### config.mk
export PLATFORM = sky130hd
export DESIGN_NAME = grn_seq_ctrl
export DESIGN_NICKNAME = d
export VERILOG_FILES = /design/src/rtl/grn_seq_ctrl.sv
export SDC_FILE = /design/constraint.sdc
export NUM_CORES = 1
export LEC_CHECK = 0
export ABC_AREA = 1
export BUFFER_PORTS_ARGS = -buffer_cell sky130_fd_sc_hd__buf_2
export CAP_MARGIN = 20
export CORE_UTILIZATION = 29
export DETAILED_ROUTE_END_ITERATION = 10
export GPL_TIMING_DRIVEN = 0
export PLACE_DENSITY = 0.5
export SLEW_MARGIN = 20
export SYNTH_ARGS = -nofsm -noshare
export SYNTH_HDL_FRONTEND = slang
export SYNTH_SLANG_ARGS = --single-unit
export TNS_END_PERCENT = 10
### constraint.sdc
create_clock -name clk -period 4 [get_ports clk]
set_clock_uncertainty 0.05 [all_clocks]
set_input_delay 0.2 -clock clk [delete_from_list [all_inputs] [get_ports clk]]
set_output_delay 0.2 -clock clk [all_outputs]
set_load 0.05 [all_outputs]
### src/rtl/grn_seq_ctrl.sv
// Genius game sequencer: free-running LFSR colour source, sequence buffer,
// timed playback of the stored sequence and an indexed read port for the checker.
module grn_seq_ctrl #(
    parameter int unsigned         MAX_LEN   = 32,
    parameter int unsigned         COLOR_W   = 2,
    parameter int unsigned         LFSR_W    = 16,
    parameter logic [LFSR_W-1:0]   SEED      = LFSR_W'(16'hACE1),
    parameter int unsigned         TICKS_ON  = 4,
    parameter int unsigned         TICKS_OFF = 2,
    localparam int unsigned        AW        = $clog2(MAX_LEN),
    localparam int unsigned        LW        = $clog2(MAX_LEN + 1)
) (
    input  logic               clk,
    input  logic               rst,
    input  logic               i_start,
    input  logic               i_extend,
    input  logic               i_replay,
    input  logic [AW-1:0]      i_rd_addr,
    output logic [COLOR_W-1:0] o_rd_color,
    output logic [COLOR_W-1:0] o_color,
    output logic               o_color_valid,
    output logic [LW-1:0]      o_seq_len,
    output logic               o_busy,
    output logic               o_done,
    output logic               o_full,
    output logic               o_ovf
);

    localparam logic [LFSR_W-1:0] TAPS      = LFSR_W'(16'hB400);
    localparam logic [LFSR_W-1:0] SEED_EFF  = (SEED == '0) ? LFSR_W'(1) : SEED;
    localparam int unsigned       TICK_MAX  = (TICKS_ON > TICKS_OFF) ? TICKS_ON : TICKS_OFF;
    localparam int unsigned       TICK_W    = $clog2(TICK_MAX + 1);

    typedef enum logic [2:0] {
        S_IDLE,
        S_APPEND,
        S_SHOW_ON,
        S_SHOW_OFF,
        S_DONE
    } state_t;

    state_t               r_state;
    logic [LFSR_W-1:0]    r_lfsr;
    logic [COLOR_W-1:0]   r_buf [MAX_LEN];
    logic [LW-1:0]        r_len;
    logic [AW-1:0]        r_idx;
    logic [TICK_W-1:0]    r_tick;
    logic [COLOR_W-1:0]   r_color;
    logic                 r_valid;
    logic                 r_busy;
    logic                 r_done;
    logic                 r_full;
    logic                 r_ovf;

    logic [LFSR_W-1:0]    w_lfsr_next;
    logic [COLOR_W-1:0]   w_new_color;
    logic [AW-1:0]        w_idx_next;
    logic                 w_last;
    logic                 w_rd_hit;

    assign w_lfsr_next = {1'b0, r_lfsr[LFSR_W-1:1]} ^ (r_lfsr[0] ? TAPS : '0);
    assign w_new_color = r_lfsr[COLOR_W-1:0];
    assign w_idx_next  = r_idx + AW'(1);
    assign w_last      = (LW'(r_idx) == (r_len - LW'(1)));

    // Entries at or beyond the stored length read as 0
    assign w_rd_hit    = (LW'(i_rd_addr) < r_len);
    assign o_rd_color  = w_rd_hit ? r_buf[i_rd_addr] : '0;

    assign o_color       = r_color;
    assign o_color_valid = r_valid;
    assign o_seq_len     = r_len;
    assign o_busy        = r_busy;
    assign o_done        = r_done;
    assign o_full        = r_full;
    assign o_ovf         = r_ovf;

    // Free-running Galois LFSR, advances every cycle regardless of state
    always_ff @(posedge clk or posedge rst) begin
        if (rst) begin
            r_lfsr <= SEED_EFF;
        end else begin
            r_lfsr <= w_lfsr_next;
        end
    end

    // Sequencer FSM with buffer write and registered outputs
    always_ff @(posedge clk or posedge rst) begin
        if (rst) begin
            r_state <= S_IDLE;
            r_len   <= '0;
            r_idx   <= '0;
            r_tick  <= '0;
            r_color <= '0;
            r_valid <= 1'b0;
            r_busy  <= 1'b0;
            r_done  <= 1'b0;
            r_full  <= 1'b0;
            r_ovf   <= 1'b0;
            for (int i = 0; i < int'(MAX_LEN); i++) begin
                r_buf[i] <= '0;
            end
        end else begin
            r_done <= 1'b0;
            r_ovf  <= 1'b0;
            case (r_state)
                S_IDLE: begin
                    if (i_start) begin
                        r_len  <= '0;
                        r_full <= 1'b0;
                    end else if (i_extend) begin
                        if (r_full) begin
                            r_ovf <= 1'b1;
                        end else begin
                            r_state <= S_APPEND;
                            r_busy  <= 1'b1;
                        end
                    end else if (i_replay) begin
                        if (r_len != '0) begin
                            r_idx   <= '0;
                            r_tick  <= '0;
                            r_color <= r_buf[0];
                            r_valid <= 1'b1;
                            r_busy  <= 1'b1;
                            r_state <= S_SHOW_ON;
                        end else begin
                            r_done <= 1'b1;
                        end
                    end
                end
                S_APPEND: begin
                    r_buf[AW'(r_len)] <= w_new_color;
                    r_len   <= r_len + LW'(1);
                    r_full  <= ((r_len + LW'(1)) == LW'(MAX_LEN));
                    r_idx   <= '0;
                    r_tick  <= '0;
                    // Entry 0 is being written this cycle when the buffer was empty
                    r_color <= (r_len == '0) ? w_new_color : r_buf[0];
                    r_valid <= 1'b1;
                    r_state <= S_SHOW_ON;
                end
                S_SHOW_ON: begin
                    if (r_tick == TICK_W'(TICKS_ON - 1)) begin
                        r_tick  <= '0;
                        r_valid <= 1'b0;
                        r_color <= '0;
                        r_state <= S_SHOW_OFF;
                    end else begin
                        r_tick <= r_tick + TICK_W'(1);
                    end
                end
                S_SHOW_OFF: begin
                    if (r_tick == TICK_W'(TICKS_OFF - 1)) begin
                        r_tick <= '0;
                        if (w_last) begin
                            r_done  <= 1'b1;
                            r_state <= S_DONE;
                        end else begin
                            r_idx   <= w_idx_next;
                            r_color <= r_buf[w_idx_next];
                            r_valid <= 1'b1;
                            r_state <= S_SHOW_ON;
                        end
                    end else begin
                        r_tick <= r_tick + TICK_W'(1);
                    end
                end
                S_DONE: begin
                    r_busy  <= 1'b0;
                    r_state <= S_IDLE;
                end
                default: begin
                    r_busy  <= 1'b0;
                    r_valid <= 1'b0;
                    r_color <= '0;
                    r_state <= S_IDLE;
                end
            endcase
        end
    end

endmodule
==> impl_metrics.ini, run 1 <==
[run_status]
status = finished, final reports clean

[final_layout]
postLayoutCoreUtil = 0.3346
syn2layout_area_growth_pct = 13.49
final_common_cell = nand2_1
drive_gt1_frac = 0.1090
mostFrequentLayoutCells = nand2_1, o21ai_0, dfrtp_1, inv_1, nand3_1
postLayoutCellArea_sq_mm = 0.006749
n_antenna_cell = 0
fillers = 2243
finalNetCount = 863

[grt]
grt_max_degree = 54
grt_pass1_vias = 5098
grtUsageTotal = 0.1777
grt_pass1_wl_mm = 28.65
gr-total-overflow = 0
antenna_found_initial = 0

[worst_setup_path]
worstPathRequired_ns = 3.75
timing.rr.start = r_idx[1]
cp.arrival_ns = 2.38
rrSetupSlack_ns = 1.62
worst_setup_path_end_kind = output port
r2r-end = o_color[0]
start_kind = register
cp_max_fo = 10
reg2reg_depth = 9
cpMaxStageDelayCell = dfrtp_1
cpPeakStageDelay_ns = 0.50
critPathKind = reg -> out
crit_chain = buf_6, inv_1, ha_1, nand4_1, o221ai_1, a21oi_1, buf_2

[detailed_routing]
drc = 0
drt_iter0_markers = 438
wire_per_inst_um = 16.27
routed_wl_mm = 18.12
viasPerCell = 4.816
first_pass_iters = 5
via_count = 5365
ant_nets = 0

[timing]
slew_violations = 0
post-route-period-util = 0.6576
rsz0062_at_grt = false
setup_viol = 0
post-route-min-period_ns = 2.630
tightest_slew_ns = 0.9910
hold_viol_final = 0
fmax_ghz = 0.3802
max_slew_margin = 0.3371

[worst_hold_path]
hold_path.class = in -> reg
worstHoldEndpoint = o_done
hold_path.startpoint = i_replay
hold_depth = 3

[clock_network]
cts-htree-levels = 3
holdBufCountCts = 2
clockBufferDepth = 2
post_cts_buffers = 0
cts_tree = built
cts_root_buffer = clkbuf_16
cts_made_buffers = 9
clk_latency_ns = 0.36
clk_pin_slew_ns = 0.07
ctsResizeCount = 0
cts_num_sinks = 104

[die]
die_area_sq_mm = 0.02108
ios = 25
floorplan.initialDensity = 0.2949
dieHeight_um = 145.2
rows = 52
core-area_sq_mm = 0.02017
dieWidth_um = 145.2

[placed_design]
place_hpwl_mm = 13.36
gp_congestion = 0.9055
io_buffers = 23
placed_area_sq_mm = 0.006432

[synthesis]
synth_seq_cells = 104
syn_inst = 802
synth-edff-count = 0
synthFlopType = dfrtp_1
seq_area_frac_synth = 0.4393
synth_cell_type_count = 34
async_flop_share = 1.000
syn-cell-area_sq_mm = 0.005947
syn_nets = 826
syn_avg_cell_area_sq_um = 7.415
yosysWarnings = 0

[job]
max_cap_viol_count = 0

[power_and_ir_drop]
leakagePower_nw = 3.103
power_density_mw_per_mm2 = 306.0
ir_drop_uv = 186.1
## per-stage QoR
| stage | worst slack [ns] | instances | hold slack, ns | setup TNS (ns) | total power [mW] |
|---|---|---|---|---|---|
| floorplan | 1.031 | 802 | 0.2164 | 0 | 1.137 |
| global placement | -0.4381 | 1095 | 0.2856 | -40.73 | 1.173 |
| detailed placement | 1.669 | 1096 | 0.2439 | 0 | 1.176 |
| CTS | 1.351 | 1114 | 0.1143 | 0 | 2.089 |
| global route | 1.300 | 1114 | 0.1494 | 0 | 2.138 |
| finish | 1.370 | 1114 | 0.1306 | 0 | 2.065 |
## cell type report
class / instances / area (sq um) / share of cell area
multi-input combinational: 567 / 2794 / 0.4140
tap: 270 / 337.8 / 0.05006
sequential: 104 / 2613 / 0.3871
clock inverter: 6 / 67.56 / 0.01001
buffer: 31 / 163.9 / 0.02429
clock buffer: 10 / 229.0 / 0.03393
inverter: 100 / 381.6 / 0.05654
timing repair buffer: 26 / 162.7 / 0.02410
## sequential cells by signal, summed over array words and instances (netlist names)
| signal | cells |
|---|---|
| r_buf | 64 |
| r_lfsr | 16 |
| o_seq_len | 6 |
| r_idx | 5 |
| r_state | 3 |
| r_tick | 3 |
| o_color | 2 |
| o_busy | 1 |
| o_color_valid | 1 |
| o_done | 1 |
| o_full | 1 |
| o_ovf | 1 |
## power by group
group	switching (mW)	internal, mW	leakage [nW]	total (mW)
clock	0.419	0.489	0.139	0.908
sequential	0	1.05	1.37	1.05
combinational	0.0787	0.0272	1.59	0.106
total	0.498	1.57	3.10	2.07
## layer usage
metal  share of wire  global-route usage  wire, um
met1            0.49              0.2525      8835
met2            0.44              0.2716      7981
met3           0.047             0.02704       858
met4           0.025             0.06579       446
met5               0                   0         0
## worst max-delay path by stage
| stage | from | end | slack [ns] | depth (start not counted) |
|---|---|---|---|---|
| floorplan | rst | o_busy | 1.03 | 1 |
| global placement | rst | r_lfsr[2] | -0.44 | 2 |
| detailed placement | r_idx[1] | o_color[0] | 1.67 | 12 |
| CTS | o_seq_len[2] | o_rd_color[0] | 1.35 | 7 |
| global route | o_seq_len[2] | o_rd_color[0] | 1.30 | 7 |
| finish | o_seq_len[2] | o_rd_color[0] | 1.37 | 7 |
## logic make-up after synthesis
| logic type | Yosys count | share of synthesized area |
|---|---|---|
| DFF | 104 | 0.4393 |
| and+or+nand+nor | 374 | 0.2737 |
| adders and majority gates | 14 | 0.02946 |
| buffers and inverters | 131 | 0.09089 |
| xor gates and xnor gates | 15 | 0.02209 |
| AOI/OAI and AO/OA | 164 | 0.1445 |
## critical path, delay by kind of cell, from the launching register on
family	cells	cell delay (ns)
buf+inv	3	0.60
compound gates	2	0.56
flops	1	0.50
fa+ha+maj	1	0.27
simple gates	1	0.08
## synthesized netlist by cell type, types with 2 or more instances
| cell type | instances | area [sq um] |
|---|---|---|
| a21oi_1 | 39 | 195.2 |
| buf_1 | 5 | 18.77 |
| buf_2 | 13 | 65.06 |
| buf_4 | 2 | 15.01 |
| clkbuf_1 | 9 | 33.78 |
| clkinv_1 | 2 | 7.510 |
| dfrtp_1 | 96 | 2402 |
| dfstp_2 | 8 | 210.2 |
| ha_1 | 14 | 175.2 |
| inv_1 | 93 | 349.1 |
| inv_2 | 4 | 15.01 |
| nand2_1 | 212 | 795.8 |
| nand2_2 | 8 | 50.05 |
| nand3_1 | 84 | 420.4 |
| nand3_4 | 2 | 35.03 |
| nand4_1 | 4 | 25.02 |
| nor2_1 | 53 | 198.9 |
| nor2_4 | 4 | 45.04 |
| nor3_1 | 4 | 20.02 |
| o211ai_1 | 4 | 30.03 |
| o21ai_0 | 108 | 540.5 |
| o21ai_1 | 3 | 15.01 |
| o21ai_2 | 5 | 43.79 |
| o22ai_1 | 3 | 18.77 |
| xnor2_1 | 5 | 43.79 |
| xor2_1 | 10 | 87.58 |
Power figures use the tool's default switching activity.
==> inputs of run 2 (changes only) <==
--- a/config.mk
+++ b/config.mk
@@ -5,13 +5,13 @@
 export SDC_FILE = /design/constraint.sdc
 export NUM_CORES = 1
 export LEC_CHECK = 0
-export ABC_AREA = 1
+export ABC_AREA = 0
 export BUFFER_PORTS_ARGS = -buffer_cell sky130_fd_sc_hd__buf_2
 export CAP_MARGIN = 20
 export CORE_UTILIZATION = 29
 export DETAILED_ROUTE_END_ITERATION = 10
 export GPL_TIMING_DRIVEN = 0
-export PLACE_DENSITY = 0.5
+export PLACE_DENSITY = 0.51
 export SLEW_MARGIN = 20
 export SYNTH_ARGS = -nofsm -noshare
 export SYNTH_HDL_FRONTEND = slang
==> constraint.sdc (replaced) <==
create_clock -name clk -period 2.24 [get_ports clk]
set_clock_uncertainty 0.05 [all_clocks]
set_input_delay 0.112 -clock clk [delete_from_list [all_inputs] [get_ports clk]]
set_output_delay 0.112 -clock clk [all_outputs]
set_load 0.05 [all_outputs]
==> impl_metrics.ini, run 2 <==
[synthesis]
yosys.area_share.adder = 0.03043
yosys.area_share.simple = 0.09780
muxShareOfSynthArea = 0.2815
synth_compound_area_frac = 0.07911
synth_seq_cells = 104
yosys.area_share.xor_xnor = 0.02608
syn_nets = 486
synth_top_area_cell = dfrtp_1
syn_avg_cell_area_sq_um = 12.46
synth_top_area_share = 0.4173
syn-cell-area_sq_mm = 0.005757
synth_area_leaders = dfrtp_1, mux4_2, mux2_2, dfstp_2, ha_1
synth_top_family_by_area = multiplexers
synth_common_cells = dfrtp_1, mux2_2, nand2_1
yosysMostFrequentCell = dfrtp_1
syn_inst = 462
synth_cell_type_count = 52
synth-edff-count = 0
async_flop_share = 1.000
synthFlopType = dfrtp_1
yosysWarnings = 0
seq_area_frac_synth = 0.4538

[timing]
hold_viol_final = 0
rsz0062_at_grt = true
post-route-period-util = 1.069
tns_ns = -0.2583
tightest_slew_ns = 0.6685
fin_ws_ns = -0.1542
slew_violations = 0
fmax_ghz = 0.4177
max_slew_margin = 0.5544
post-route-min-period_ns = 2.394
setup_viol = 2

[placed_design]
dpl.cell_count = 753
dp_slack_ns = -0.6831
io_buffers = 23
place_hpwl_mm = 11.09
gp_congestion = 0.8283

[grt]
antenna_found_initial = 0
grt_pass1_wl_mm = 24.65
grt_pass1_vias = 4282
grtUsageTotal = 0.1629
gr-total-overflow = 0
grt_max_degree = 35

[die]
dieHeight_um = 142.9
rows = 51
dieWidth_um = 142.9
core-area_sq_mm = 0.01946
floorplan.initialDensity = 0.2958
ios = 25
die_area_sq_mm = 0.02042

[clock_network]
cts-htree-levels = 3
clockBufferDepth = 2
clk_pin_slew_ns = 0.07
clk_latency_ns = 0.37
cts_root_buffer = clkbuf_16
cts_num_sinks = 104
cts_made_buffers = 9
cts_tree = built

[job]
max_cap_viol_count = 0

[final_layout]
fin_cells = 788
final_common_cell = dfrtp_1
top_register = r_buf
syn2layout_area_growth_pct = 21.45
drive_gt1_frac = 0.4226
mostFrequentLayoutCells = dfrtp_1, mux2_2, nand2_1, mux4_2, buf_2
largest_reg_flops = 64
n_antenna_cell = 0
fillers = 1890
postLayoutCoreUtil = 0.3592
finalNetCount = 542

[detailed_routing]
drc = 0
via_count = 4072
drt_iter0_markers = 242
routed_wl_mm = 15.40
viasPerCell = 5.168
wire_per_inst_um = 19.55
ant_nets = 0
first_pass_iters = 4

[power_and_ir_drop]
power_mw = 3.642
p_sw_uw = 832.9
pwr-share-comb = 0.035
p_sw_frac = 0.2287
seqPwrFrac = 0.515
power.share.clock = 0.449
ir_drop_uv = 444.5
leakagePower_nw = 3.072
intPower_mw = 2.809
power_density_mw_per_mm2 = 520.8

[worst_hold_path]
hold_path.startpoint = i_extend
hold_path.class = in -> reg

[worst_setup_path]
cp_max_fo = 3
timing.rr.start = o_seq_len[4]
worst_setup_path_end_kind = output port
cp.arrival_ns = 2.23
critPathLaunch = r_buf[8]
start_kind = register
worstPathRequired_ns = 2.08
critPathKind = reg -> out

[run_status]
violations = setup timing
status = finished, violations left
-- run 2: changes by cell type after synthesis, sizes merged, moves of 10 or more --
cell	delta
o21ai	-99
clkbuf	+10
a21oi	-25
nand2	-184
mux2	+65
inv	-83
nand3	-70
nor2	-32
buf	-12
mux4	+35
mux2i	+10
-- run 2: area by class of cell --
type | count | area (sq um) | share of cell area
Sequential cell | 104 | 2616 | 0.3742
Inverter | 14 | 61.31 | 0.008769
Clock inverter | 6 | 73.82 | 0.01056
Timing Repair Buffer | 45 | 409.1 | 0.05852
Tap cell | 265 | 331.6 | 0.04742
Buffer | 29 | 191.4 | 0.02738
Multi-Input combinational cell | 315 | 3079 | 0.4404
Clock buffer | 10 | 229.0 | 0.03275
-- run 2: power groups by stage --
stage	Sequential (mW)	Combinational (mW)	Clock, mW
after floorplan	1.91	0.0705	0
after global placement	1.91	0.109	0
after detailed placement	1.91	0.124	0
after CTS	1.88	0.131	1.68
after global routing	1.88	0.143	1.74
final	1.88	0.128	1.64
-- run 2: logic make-up after synthesis --
family | count (synthesis)
flip-flops | 104
AO/OA/AOI/OAI | 63
AND/OR/NAND/NOR | 113
adder cells (fa/ha/maj) | 14
buffers and inverters | 43
XOR/XNOR | 15
multiplexers | 110
-- run 2: repair_timing --
item / CTS / global route
gates cloned: 2 / 0
setup endpoints to repair: 59 / 37
resized for setup: 51 / 18
setup buffers: 14 / 1
hold endpoints to repair: 71 / 0
hold buffers: 2 / 0
pin swaps: 10 / 5
-- run 2: critical path: stages (launching register included) --
cell     delay [ns]
dfrtp_1        0.39
mux4_2         0.50
mux4_2         0.50
mux2i_1        0.22
a21oi_2        0.09
buf_6          0.17
-- run 2: routing by layer --
metal,vias up,global-route usage,wire length (um)
met5,-,0,0
met1,2143,0.2120,6960
met4,0,0.05433,314
li1,1810,-,-
met2,95,0.2693,7373
met3,24,0.03387,755
-- run 2: final timing paths --
| check | endpoint | slack (ns) | depth (start not counted) |
|---|---|---|---|
| setup / recovery | o_rd_color[0] | -0.15 | 5 |
| hold / removal | r_state[0] | 0.03 | 3 |
| setup reg to reg | r_buf[9] | 0.02 | 4 |
| hold reg to reg | r_lfsr[11] | 0.30 | 0 |
| max in group asynchronous | r_lfsr[15] | 1.20 | 5 |
| min in group asynchronous | r_buf[59] | 0.19 | 3 |
-- run 2: through the flow --
stage | hold slack (ns) | area, sq um
after detailed placement | 0.02068 | 6267
after floorplan | 0.1445 | 5761
after global routing | 0.07662 | 6992
final | 0.02558 | 6992
after global placement | 0.2876 | 6207
after CTS | 0.01710 | 6929
==> inputs of run 3 (changes only) <==
--- a/config.mk
+++ b/config.mk
@@ -8,6 +8,7 @@
 export ABC_AREA = 0
 export BUFFER_PORTS_ARGS = -buffer_cell sky130_fd_sc_hd__buf_2
 export CAP_MARGIN = 20
+export CORE_ASPECT_RATIO = 0.5
 export CORE_UTILIZATION = 29
 export DETAILED_ROUTE_END_ITERATION = 10
 export GPL_TIMING_DRIVEN = 0
==> impl_metrics.ini, run 3 (synthesis results as in run 2) <==
[final_layout]
drive_gt1_frac = 0.4012
mostFrequentLayoutCells = dfrtp_1, mux2_2, nand2_1, mux4_2, buf_2
fin_cells = 780
postLayoutCellArea_sq_mm = 0.006904
top_register = r_buf
n_antenna_cell = 0
syn2layout_area_growth_pct = 19.93
largest_reg_flops = 64
finalNetCount = 540
final_common_cell = dfrtp_1
postLayoutCoreUtil = 0.3649

[die]
die_area_sq_mm = 0.02045
ios = 25
floorplan.initialDensity = 0.3043
dieWidth_um = 201.3
rows = 35
core-area_sq_mm = 0.01892
dieHeight_um = 101.6

[detailed_routing]
drc = 0
viasPerCell = 5.055
met3_length_um = 953
via_count = 3943
wl_met1_mm = 6.874
ant_nets = 0
dr_wl_met2_mm = 7.038
wire_per_inst_um = 19.32
routed.top_layer = met4
first_pass_iters = 5
drt_iter0_markers = 198
routed_wl_mm = 15.07

[grt]
grt_pass1_wl_mm = 24.10
grt_max_degree = 33
gr-total-overflow = 0
antenna_found_initial = 0
grtUsageTotal = 0.1584
grt_pass1_vias = 4069

[timing]
hold_slack_ns = 0.02220
slew_violations = 0
post-route-min-period_ns = 2.368
rsz0062_at_grt = true
setup_viol = 2
hold_viol_final = 0
fmax_ghz = 0.4223
post-route-period-util = 1.057
max_slew_margin = 0.5585
tightest_slew_ns = 0.6608
tns_ns = -0.2364
fin_ws_ns = -0.1278

[placed_design]
placed_area_sq_mm = 0.006267
place_hpwl_mm = 11.15
io_buffers = 23
dpl.cell_count = 747
gp_congestion = 0.8418
dp_slack_ns = -0.6581

[clock_network]
cts_made_buffers = 9
clk_pin_slew_ns = 0.08
cts_tree = built
cts_root_buffer = clkbuf_16
cts-htree-levels = 3
clk_latency_ns = 0.36
clockBufferDepth = 2
cts_num_sinks = 104

[power_and_ir_drop]
leakagePower_nw = 3.045
power_mw = 3.662
ir_drop_uv = 438.2
power_density_mw_per_mm2 = 530.4

[worst_setup_path]
worst_setup_path_end_kind = output port
critPathKind = reg -> out
critPathLaunch = o_seq_len[1]
cp.arrival_ns = 2.21
r2r-end = o_color[0]
worstPathRequired_ns = 2.08
rrSetupSlack_ns = 0.02
timing.rr.start = r_idx[0]
cp_max_fo = 3
reg2reg_depth = 7
start_kind = register

[worst_hold_path]
hold_path.startpoint = i_extend
hold_depth = 3
hold_path.class = in -> reg
worstHoldEndpoint = r_state[0]

[job]
max_cap_viol_count = 0

[run_status]
status = finished, violations left
violations = setup timing
[run 3: power by group]
group	internal, mW	switching, mW	leakage, nW
Combinational	0.0465	0.0797	1.51
Sequential	1.88	0	1.38
Clock	0.830	0.830	0.153
Total	2.75	0.909	3.04
[run 3: what timing repair did]
action,4_1_cts,5_1_grt
resized for setup,37,14
gates cloned,0,0
hold buffers,2,0
setup endpoints to repair,56,34
hold endpoints to repair,25,0
pin swaps,7,9
buffers inserted,8,7
[run 3: worst max-delay path by stage]
stage | endpoint | slack [ns]
detailed placement | o_rd_color[0] | -0.66
CTS | o_rd_color[0] | -0.13
global placement | o_rd_color[0] | -0.67
finish | o_rd_color[1] | -0.13
floorplan | o_rd_color[0] | -0.63
global route | o_rd_color[1] | -0.18
[run 3: per-layer routing]
layer / vias to the layer above / track usage
met5: - / 0
met4: 0 / 0.04720
met3: 16 / 0.03411
met2: 93 / 0.2571
met1: 2024 / 0.2146
li1: 1810 / -
[run 3: area by class of cell]
| type | count | area [sq um] |
|---|---|---|
| clock buffers | 10 | 239.0 |
| multi-input cells | 315 | 3057 |
| clock inverters | 6 | 72.57 |
| inverters | 14 | 65.06 |
| repair buffers | 43 | 356.6 |
| fillers | 1836 | 12010 |
| well taps | 259 | 324.1 |
| flip-flops and latches | 104 | 2615 |
| plain buffers | 29 | 175.2 |
[run 3: critical path, cell delays in order, from the launching register on]
cell and delay, ns:
dfrtp_2 0.44, inv_4 0.07, ha_1 0.22, a21o_1 0.17, a21o_1 0.17, a21o_1 0.17, a21o_1 0.21, a21oi_2 0.21
buf_6 0.19
